===== src/rtl/seq_restoring_divider_if.sv =====
// Handshake/result bundle for seq_restoring_divider.
// Optional feature macro: SIGNED_DIV_EN adds the signed_op request bit.
interface seq_restoring_divider_if #(
    parameter int WIDTH = 32
);
    logic             start;
    logic [WIDTH-1:0] dividend;
    logic [WIDTH-1:0] divisor;
`ifdef SIGNED_DIV_EN
    logic             signed_op;
`endif
    logic             busy;
    logic             done;
    logic [WIDTH-1:0] quotient;
    logic [WIDTH-1:0] remainder;
    logic             div_by_zero;

`ifdef SIGNED_DIV_EN
    modport master (output start, dividend, divisor, signed_op,
                    input  busy, done, quotient, remainder, div_by_zero);
    modport slave  (input  start, dividend, divisor, signed_op,
                    output busy, done, quotient, remainder, div_by_zero);
`else
    modport master (output start, dividend, divisor,
                    input  busy, done, quotient, remainder, div_by_zero);
    modport slave  (input  start, dividend, divisor,
                    output busy, done, quotient, remainder, div_by_zero);
`endif
endinterface


===== src/rtl/seq_restoring_divider.sv =====
// Multi-cycle restoring divider: one quotient bit per clock, start/busy/done handshake.
// Optional feature macro: SIGNED_DIV_EN (two's-complement divide selected by signed_op).
module seq_restoring_divider #(
    parameter int WIDTH = 32
) (
    input  logic                  clk,
    input  logic                  rst_n,
    seq_restoring_divider_if.slave bus
);
    localparam int CW = $clog2(WIDTH);

    typedef enum logic [1:0] {
        S_IDLE = 2'd0,
        S_RUN  = 2'd1,
        S_DONE = 2'd2
    } state_t;

    state_t           state_q, state_d;
    logic [CW-1:0]    cnt_q;
    logic [WIDTH-1:0] rem_q, qsh_q, dvs_q;
    logic             neg_quo_q, neg_rem_q;
    logic [WIDTH-1:0] quotient_q, remainder_q;
    logic             dbz_q;

    logic             accept, last_iter;
    logic [WIDTH:0]   trial_p, trial_t;
    logic [WIDTH-1:0] rem_d, qsh_d, quo_fix, rem_fix;
    logic [WIDTH-1:0] dvd_mag, dvs_mag;
    logic             neg_quo_d, neg_rem_d;

    function automatic logic [WIDTH-1:0] negate_if(input logic [WIDTH-1:0] v, input logic neg);
        return neg ? (~v + WIDTH'(1)) : v;
    endfunction

`ifdef SIGNED_DIV_EN
    // Divide magnitudes; signs are reapplied when the last quotient bit lands.
    logic dvd_neg, dvs_neg;
    assign dvd_neg   = bus.signed_op & bus.dividend[WIDTH-1];
    assign dvs_neg   = bus.signed_op & bus.divisor[WIDTH-1];
    assign dvd_mag   = negate_if(bus.dividend, dvd_neg);
    assign dvs_mag   = negate_if(bus.divisor, dvs_neg);
    assign neg_quo_d = dvd_neg ^ dvs_neg;
    assign neg_rem_d = dvd_neg;
`else
    assign dvd_mag   = bus.dividend;
    assign dvs_mag   = bus.divisor;
    assign neg_quo_d = 1'b0;
    assign neg_rem_d = 1'b0;
`endif

    assign last_iter = (cnt_q == CW'(WIDTH - 1));

    // State register.
    always_ff @(posedge clk) begin
        if (!rst_n) state_q <= S_IDLE;
        else        state_q <= state_d;
    end

    // Next state and start acceptance; start is only honoured outside RUN.
    always_comb begin
        state_d = state_q;
        accept  = 1'b0;
        case (state_q)
            S_IDLE, S_DONE: begin
                if (state_q == S_DONE) state_d = S_IDLE;
                if (bus.start) begin
                    accept  = 1'b1;
                    state_d = (bus.divisor == '0) ? S_DONE : S_RUN;
                end
            end
            S_RUN: begin
                if (last_iter) state_d = S_DONE;
            end
            default: state_d = S_IDLE;
        endcase
    end

    // One restoring step: shift in the next dividend bit, keep the trial only if it did not borrow.
    always_comb begin
        trial_p = {rem_q, qsh_q[WIDTH-1]};
        trial_t = trial_p - {1'b0, dvs_q};
        rem_d   = trial_p[WIDTH-1:0];
        qsh_d   = {qsh_q[WIDTH-2:0], 1'b0};
        if (!trial_t[WIDTH]) begin
            rem_d = trial_t[WIDTH-1:0];
            qsh_d = {qsh_q[WIDTH-2:0], 1'b1};
        end
        quo_fix = negate_if(qsh_d, neg_quo_q);
        rem_fix = negate_if(rem_d, neg_rem_q);
    end

    // Working registers: loaded on accept, advanced once per RUN cycle; reset not needed.
    always_ff @(posedge clk) begin
        if (accept) begin
            rem_q     <= '0;
            qsh_q     <= dvd_mag;
            dvs_q     <= dvs_mag;
            cnt_q     <= '0;
            neg_quo_q <= neg_quo_d;
            neg_rem_q <= neg_rem_d;
        end else if (state_q == S_RUN) begin
            rem_q <= rem_d;
            qsh_q <= qsh_d;
            cnt_q <= cnt_q + CW'(1);
        end
    end

    // Visible results: updated only when a divide completes, flag cleared on any accepted start.
    always_ff @(posedge clk) begin
        if (!rst_n) begin
            quotient_q  <= '0;
            remainder_q <= '0;
            dbz_q       <= 1'b0;
        end else if (accept && (bus.divisor == '0)) begin
            quotient_q  <= '1;
            remainder_q <= bus.dividend;
            dbz_q       <= 1'b1;
        end else if (accept) begin
            dbz_q       <= 1'b0;
        end else if ((state_q == S_RUN) && last_iter) begin
            quotient_q  <= quo_fix;
            remainder_q <= rem_fix;
        end
    end

    assign bus.busy        = (state_q == S_RUN);
    assign bus.done        = (state_q == S_DONE);
    assign bus.quotient    = quotient_q;
    assign bus.remainder   = remainder_q;
    assign bus.div_by_zero = dbz_q;
endmodule


===== src/flat_wrapper.sv =====
// flat-port wrapper written by rule: the top's interface ports become plain ports
module seq_restoring_divider_flat 
#(
    parameter int WIDTH = 32
)
  (clk, rst_n, bus_start, bus_dividend, bus_divisor, bus_busy, bus_done, bus_quotient, bus_remainder, bus_div_by_zero);
  seq_restoring_divider_if #(.WIDTH(WIDTH)) bus_i ();
  input  logic clk;
  input  logic rst_n;
  input wire logic [$bits(bus_i.start)-1:0] bus_start;
  input wire logic [$bits(bus_i.dividend)-1:0] bus_dividend;
  input wire logic [$bits(bus_i.divisor)-1:0] bus_divisor;
  output wire logic [$bits(bus_i.busy)-1:0] bus_busy;
  output wire logic [$bits(bus_i.done)-1:0] bus_done;
  output wire logic [$bits(bus_i.quotient)-1:0] bus_quotient;
  output wire logic [$bits(bus_i.remainder)-1:0] bus_remainder;
  output wire logic [$bits(bus_i.div_by_zero)-1:0] bus_div_by_zero;
  assign bus_i.start = bus_start;
  assign bus_i.dividend = bus_dividend;
  assign bus_i.divisor = bus_divisor;
  assign bus_busy = bus_i.busy;
  assign bus_done = bus_i.done;
  assign bus_quotient = bus_i.quotient;
  assign bus_remainder = bus_i.remainder;
  assign bus_div_by_zero = bus_i.div_by_zero;
  seq_restoring_divider #(.WIDTH(WIDTH)) u_core (.clk(clk), .rst_n(rst_n), .bus(bus_i));
endmodule

===== config.mk =====
export PLATFORM = sky130hd
export DESIGN_NAME = seq_restoring_divider_flat
export DESIGN_NICKNAME = d
export VERILOG_FILES = /design/src/rtl/seq_restoring_divider_if.sv /design/src/rtl/seq_restoring_divider.sv /design/src/flat_wrapper.sv
export SDC_FILE = /design/constraint.sdc
export NUM_CORES = 1
export LEC_CHECK = 0
export BUFFER_PORTS_ARGS = -buffer_cell sky130_fd_sc_hd__buf_2
export CORE_ASPECT_RATIO = 0.75
export CORE_MARGIN = 10
export CORE_UTILIZATION = 53
export CTS_BUF_LIST = sky130_fd_sc_hd__clkbuf_2 sky130_fd_sc_hd__clkbuf_4 sky130_fd_sc_hd__clkbuf_8
export CTS_CLUSTER_SIZE = 14
export DETAILED_ROUTE_END_ITERATION = 16
export HOLD_SLACK_MARGIN = 0.15
export PLACE_DENSITY_LB_ADDON = 0.05
export SLEW_MARGIN = 20
export SYNTH_ARGS = -nofsm -noshare
export SYNTH_HDL_FRONTEND = slang
export SYNTH_SLANG_ARGS = --single-unit
export TNS_END_PERCENT = 5

===== constraint.sdc =====
create_clock -name clk -period 7.4 [get_ports clk]
set_clock_uncertainty 0.05 [all_clocks]
set_input_delay 1.48 -clock clk [delete_from_list [all_inputs] [get_ports clk]]
set_output_delay 1.48 -clock clk [all_outputs]
set_load 0.01 [all_outputs]

==> results of run 1 <==
## tightest hold or removal path, stage by stage (launching register included)
cell	delay, ps
dfxtp_1	320
nand2_1	40
a21boi_0	60
## logic make-up (layout without fill, tap and decap cells)
| family | Yosys count | count (layout) |
|---|---|---|
| AOI/OAI and AO/OA | 262 | 262 |
| xor gates and xnor gates | 31 | 31 |
| adders and majority gates | 35 | 35 |
| buffers and inverters | 91 | 213 |
| DFF | 168 | 168 |
| muxes | 34 | 34 |
| and+or+nand+nor | 260 | 260 |
## cells in the mapped netlist, drive strengths merged, types with 2 or more instances
cell type  count
a22o           2
o31ai          6
xor2          14
and2           2
o221ai        31
or4            2
ha            34
a211o          2
o31a           3
a311oi         2
clkbuf        39
nand3          5
dfxtp        104
a21o           9
o211ai         2
o22ai          2
o21ai         83
nand2b         7
a31oi          4
nor4          10
nand4          6
edfxtp        64
nand2        156
mux2i         31
buf           13
nor3           6
a41oi          2
inv           39
a21oi         96
xnor2         17
mux2           3
nor2b          5
nor2          58
a221oi         3
o21a           7
## sequential cells by signal, indices dropped and copies added (netlist names)
name and count:
u_core.bus.quotient 32, u_core.bus.remainder 32, u_core.dvs_q 32, u_core.qsh_q 32, u_core.rem_q 32, u_core.cnt_q 5, u_core.state_q 2, u_core.bus.div_by_zero 1
## routing by layer
metal  track usage [%]  up-vias  routed length [um]  share of wire [%]
li1                  -     3373                   -                  -
met4              6.46        0                 376                1.8
met2              32.3      178                9840                 46
met3              4.81       31                1250                5.9
met1              26.2     3185                9730                 46
met5                 0        -                   0                  0
## final cells by class
cell class,instances,area share [%]
sequential,168,43.0
multi-input combinational,622,40.9
timing repair buffer,142,7.87
tap,205,2.75
clock buffer,18,2.59
inverter,39,1.57
clock inverter,14,1.33
## power by group through the flow
stage / clock network (uW) / logic, uW / registers (uW)
2_1_floorplan: 0 / 867 / 1150
3_3_place_gp: 0 / 1060 / 1180
3_5_place_dp: 0 / 1070 / 1180
4_1_cts: 629 / 1070 / 1160
5_1_grt: 669 / 1190 / 1170
6_report: 616 / 1070 / 1160
## through the flow
| stage | power, uW | instances |
|---|---|---|
| floorplan | 2020 | 881 |
| global placement | 2240 | 1176 |
| detailed placement | 2250 | 1176 |
| CTS | 2860 | 1208 |
| global route | 3030 | 1208 |
| finish | 2850 | 1208 |
## path summary, 6_finish.rpt
kind / startpoint / slack, ps / end / depth (start not counted)
max reg2reg: u_core.dvs_q[0] / 2860 / u_core.bus.remainder[6] / 13
max: u_core.dvs_q[0] / 2860 / u_core.bus.remainder[6] / 13
min reg2reg: u_core.bus.div_by_zero / 420 / u_core.bus.div_by_zero / 2
min: u_core.bus.div_by_zero / 420 / u_core.bus.div_by_zero / 2
==> impl_metrics.py, run 1 <==
metrics = {
    "detailed_routing": {
        "drc": 0,
        "drtAntennaViolNets": 0,
        "wirelength_um": 21200,
        "viasPerCell": 5.60,
        "first_pass_iters": 5,
        "routedWlPerCell_um": 17.5,
        "initialDrtViolationCount": 413,
        "num_vias": 6767,
    },
    "final_layout": {
        "area_growth_pct": 14.0,
        "layout_commonest_cell": "nand2_1",
        "multi_input_area_sq_mm": 0.00381,
        "drive_above_1_share_pct": 18.8,
        "register_area_sq_mm": 0.00400,
        "finish.utilization_pct": 61.4,
        "layout_common_cells": "nand2_1 (155), buf_2 (133), dfxtp_1 (104), a21oi_1 (96), edfxtp_1 (64)",
        "fill_cells": 1394,
        "final_cell_area_sq_mm": 0.00931,
        "num-nets-final": 1092,
        "antenna_cells": 0,
    },
    "cts": {
        "clockBufferDepth": 2,
        "clkLatencyLatePin_ps": 460,
        "cts.clk_slew.worst_paths_ps": 90,
        "cts-htree-levels": 4,
        "cts_resized": 0,
        "clock-root-buffer": "clkbuf_8",
        "cts-hold-fix-buffers": 0,
        "cts_tree": "yes",
        "cts_sinks": 168,
        "cts_buffers": 17,
        "cts_setup_buffers": 0,
    },
    "timing": {
        "post-route-period-util_pct": 61.3,
        "setup_viol": 0,
        "whs_ps": 419,
        "hold_viol_final": 0,
        "fin_crit_ps": 4540,
        "fmax_mhz": 220,
        "maxSlewViolCount": 0,
        "setup_tns_ps": 0,
        "fin_ws_ps": 2860,
        "rsz0062_at_grt": "false",
        "timing.slew.headroom_pct": 31.0,
        "worst_pin_slew_ps": 1030,
    },
    "synth": {
        "synth_warnings": 0,
        "ys_seq_area_share_pct": 49.0,
        "synth_edf_count": 64,
        "yosysTopAreaCell": "dfxtp_1",
        "synth_area_leaders": "dfxtp_1 (25%), edfxtp_1 (24%), nand2_1 (7.2%)",
        "synth-seq-cells": 168,
        "synth_mux_area_share_pct": 4.21,
        "async_reset_ff_share_pct": 0,
        "synth-simple-area-share_pct": 13.5,
        "syn_area_per_cell_sq_um": 9.28,
        "syn_area_sq_mm": 0.00817,
        "yosysTopAreaCellShare_pct": 25.5,
        "synth_top_family_by_area": "compound AO/OA/AOI/OAI gates",
        "syn_nets": 983,
        "synth_fa_ha_area_share_pct": 5.45,
        "syn_inst": 881,
        "synthDistinctLibCells": 60,
        "synth_compound_area_share_pct": 20.0,
        "synth_ff_type": "dfxtp_1",
        "synth-xor-area-share_pct": 3.32,
    },
    "critical_path": {
        "cp_top_family": "compound AO/OA/AOI/OAI gates",
        "cpMaxStageDelayCell": "a311oi_4",
        "crit_required_ps": 7660,
        "crit_fanout": 24,
        "path_buf_inv": 1,
        "start_kind": "flip-flop",
        "cp-end-kind": "flip-flop",
        "arrival_ps": 4800,
        "slowest_delay_ps": 880,
        "cp_common_cell": "a21oi_1",
        "worst-setup-path-type": "reg -> reg",
        "cp_cell_sequence": "ha_1, fa_1, nor2b_2, o31a_4, nor4_4, nor3_2, a41oi_2, o31ai_1, a21oi_1, a311oi_4, buf_4, mux2i_1, a21oi_1",
    },
    "grt": {
        "grt_pass1_wl_um": 34100,
        "track_usage_pct": 20.1,
        "grt_pass1_vias": 6580,
        "grt_start_max_net_pins": 68,
        "antenna_found_initial": 0,
        "grt_overflow_total": 0,
    },
    "die": {
        "dieArea_sq_mm": 0.0208,
        "num_io_pins": 134,
        "core-area_sq_mm": 0.0152,
        "die_height_um": 128,
        "fp.dieW_um": 163,
        "rows": 39,
        "start_util_pct": 53.8,
    },
    "power": {
        "pwr-share-comb_pct": 37.7,
        "p_seq_share_pct": 40.7,
        "switching_share_pct": 37.4,
        "p_leak_uw": 0.00428,
        "p_int_uw": 1780,
        "power_density_mw_per_mm2": 306,
        "vdd_drop_max_mv": 0.175,
        "clock_power_share_pct": 21.6,
        "p_sw_uw": 1070,
    },
    "placed_design": {
        "dpl.hpwl_um": 15400,
        "globalplace.congestion": 0.880,
        "dpl_worst_slack_ps": 2880,
        "placed_cell_area_sq_mm": 0.00895,
        "port-buffer-count": 133,
    },
    "hold_path": {
        "min_path_type": "reg -> reg",
    },
    "run": {
        "maxCapViolCount": 0,
    },
    "run_status": {
        "outcome": "complete, no violations",
    },
}
Note: power is estimated with default switching activity, not from simulation.
==> run 2: changes to the inputs <==
==> constraint.sdc (replaced) <==
create_clock -name clk -period 4.75 [get_ports clk]
set_clock_uncertainty 0.05 [all_clocks]
set_input_delay 0.95 -clock clk [delete_from_list [all_inputs] [get_ports clk]]
set_output_delay 0.95 -clock clk [all_outputs]
set_load 0.01 [all_outputs]
==> run 2 against run 1 <==
  * Non-clock buffer count up 3
  * Register-to-register slack got worse by 2100 ps
  * Cell count grew 0.25%
==> impl_metrics.py, run 2 (same netlist as run 1, synthesis figures left out) <==
metrics = {
    "run_status": {
        "outcome": "complete, no violations",
    },
    "detailed_routing": {
        "initialDrtViolationCount": 502,
        "viasPerCell": 5.65,
        "drc": 0,
        "routedWlPerCell_um": 17.9,
        "drtAntennaViolNets": 0,
        "wirelength_um": 21700,
        "num_vias": 6837,
        "first_pass_iters": 5,
    },
    "power": {
        "power_density_mw_per_mm2": 475,
        "vdd_drop_max_mv": 0.283,
        "total_power_uw": 4450,
        "p_leak_uw": 0.00430,
    },
    "critical_path": {
        "path_buf_inv": 1,
        "cpMaxStageDelayCell": "a311oi_4",
        "cp_cell_sequence": "ha_1, fa_1, nor2b_2, o31a_4, nor4_4, nor3_2, a41oi_2, o31ai_1, a21oi_1, a311oi_4, buf_4, mux2i_1, a21oi_1",
        "slowest_delay_ps": 630,
        "arrival_ps": 4290,
        "cp-end-kind": "flip-flop",
        "crit_fanout": 13,
        "worst-setup-path-type": "reg -> reg",
        "cp_common_cell": "a21oi_1",
        "start_kind": "flip-flop",
        "crit_required_ps": 5020,
        "cp_top_family": "compound AO/OA/AOI/OAI gates",
    },
    "final_layout": {
        "num-nets-final": 1095,
        "layout_common_cells": "nand2_1 (155), buf_2 (133), dfxtp_1 (104), a21oi_1 (96), edfxtp_1 (64)",
        "drive_above_1_share_pct": 19.1,
        "register_area_sq_mm": 0.00400,
        "multi_input_area_sq_mm": 0.00381,
        "antenna_cells": 0,
        "fill_cells": 1358,
        "area_growth_pct": 14.5,
        "layout_commonest_cell": "nand2_1",
    },
    "grt": {
        "track_usage_pct": 20.7,
        "grt_start_max_net_pins": 68,
        "grt_pass1_wl_um": 34800,
        "grt_overflow_total": 0,
        "grt_pass1_vias": 6716,
        "antenna_found_initial": 0,
    },
    "timing": {
        "setup_viol": 0,
        "post-route-period-util_pct": 84.8,
        "fin_crit_ps": 4030,
        "worst_pin_slew_ps": 918,
        "maxSlewViolCount": 0,
        "timing.slew.headroom_pct": 38.8,
        "hold_viol_final": 0,
        "fmax_mhz": 248,
        "setup_tns_ps": 0,
        "rsz0062_at_grt": "false",
    },
    "die": {
        "dieArea_sq_mm": 0.0208,
        "fp.dieW_um": 163,
        "rows": 39,
        "die_height_um": 128,
        "start_util_pct": 53.8,
        "num_io_pins": 134,
        "core-area_sq_mm": 0.0152,
    },
    "placed_design": {
        "port-buffer-count": 133,
        "dpl.hpwl_um": 15800,
        "globalplace.congestion": 0.896,
    },
    "run": {
        "maxCapViolCount": 0,
    },
    "cts": {
        "clock-root-buffer": "clkbuf_8",
        "cts.clk_slew.worst_paths_ps": 90,
        "cts_buffers": 17,
        "clkLatencyLatePin_ps": 460,
        "cts_setup_buffers": 0,
        "cts_tree": "yes",
        "cts-hold-fix-buffers": 0,
        "cts_sinks": 168,
        "cts_resized": 0,
        "cts-htree-levels": 4,
        "clockBufferDepth": 2,
    },
    "hold_path": {
        "min_path_type": "reg -> reg",
    },
}
## run 2: cell count changes in the layout (fill, tap and decap cells not counted), sizes merged
cell,change
inv,+2
clkinvlp,-1
bufinv,-1
buf,+3
## run 2: through the flow
step | hold slack [ps] | instances | area, sq um | setup WS, ps | utilization [%]
2_1_floorplan | 392 | 881 | 8170 | 1460 | -
3_3_place_gp | 404 | 1178 | 8980 | 892 | 59.1
3_5_place_dp | 412 | 1178 | 8980 | 734 | 59.1
4_1_cts | 426 | 1210 | 9340 | 718 | 61.5
5_1_grt | 450 | 1211 | 9360 | 441 | 61.7
6_report | 422 | 1211 | 9360 | 722 | 61.7
## run 2: final timing paths
path	end	cells after the start	startpoint	slack, ps
min reg2reg	u_core.bus.div_by_zero	2	u_core.bus.div_by_zero	420
max	u_core.bus.remainder[23]	13	u_core.dvs_q[0]	720
max reg2reg	u_core.bus.remainder[23]	13	u_core.dvs_q[0]	720
min	u_core.bus.div_by_zero	2	u_core.bus.div_by_zero	420
## run 2: layout make-up
class / instances / area share [%]
Clock inverter: 14 / 1.24
Clock buffer: 18 / 2.65
Sequential cell: 168 / 42.8
Inverter: 39 / 1.56
Timing Repair Buffer: 145 / 8.34
Multi-Input combinational cell: 622 / 40.7
Tap cell: 205 / 2.74
## run 2: power breakdown
part           leakage, uW  switching (uW)  internal (uW)  total (uW)
logic              0.00266             980            704        1680
clock network     0.000176             564            387         950
registers          0.00147             133           1680        1810
total              0.00430            1680           2770        4450
## run 2: layer usage
layer | wire length [um] | track usage, %
met5 | 0 | 0
met4 | 336 | 5.93
met2 | 10100 | 32.9
met1 | 9740 | 27.0
met3 | 1550 | 5.74
## run 2: tightest hold or removal path, delay by kind of cell (launching register included)
| family | cells | cell delay, ps |
|---|---|---|
| AO/OA/AOI/OAI | 1 | 60 |
| flip-flops | 1 | 320 |
| AND/OR/NAND/NOR | 1 | 50 |
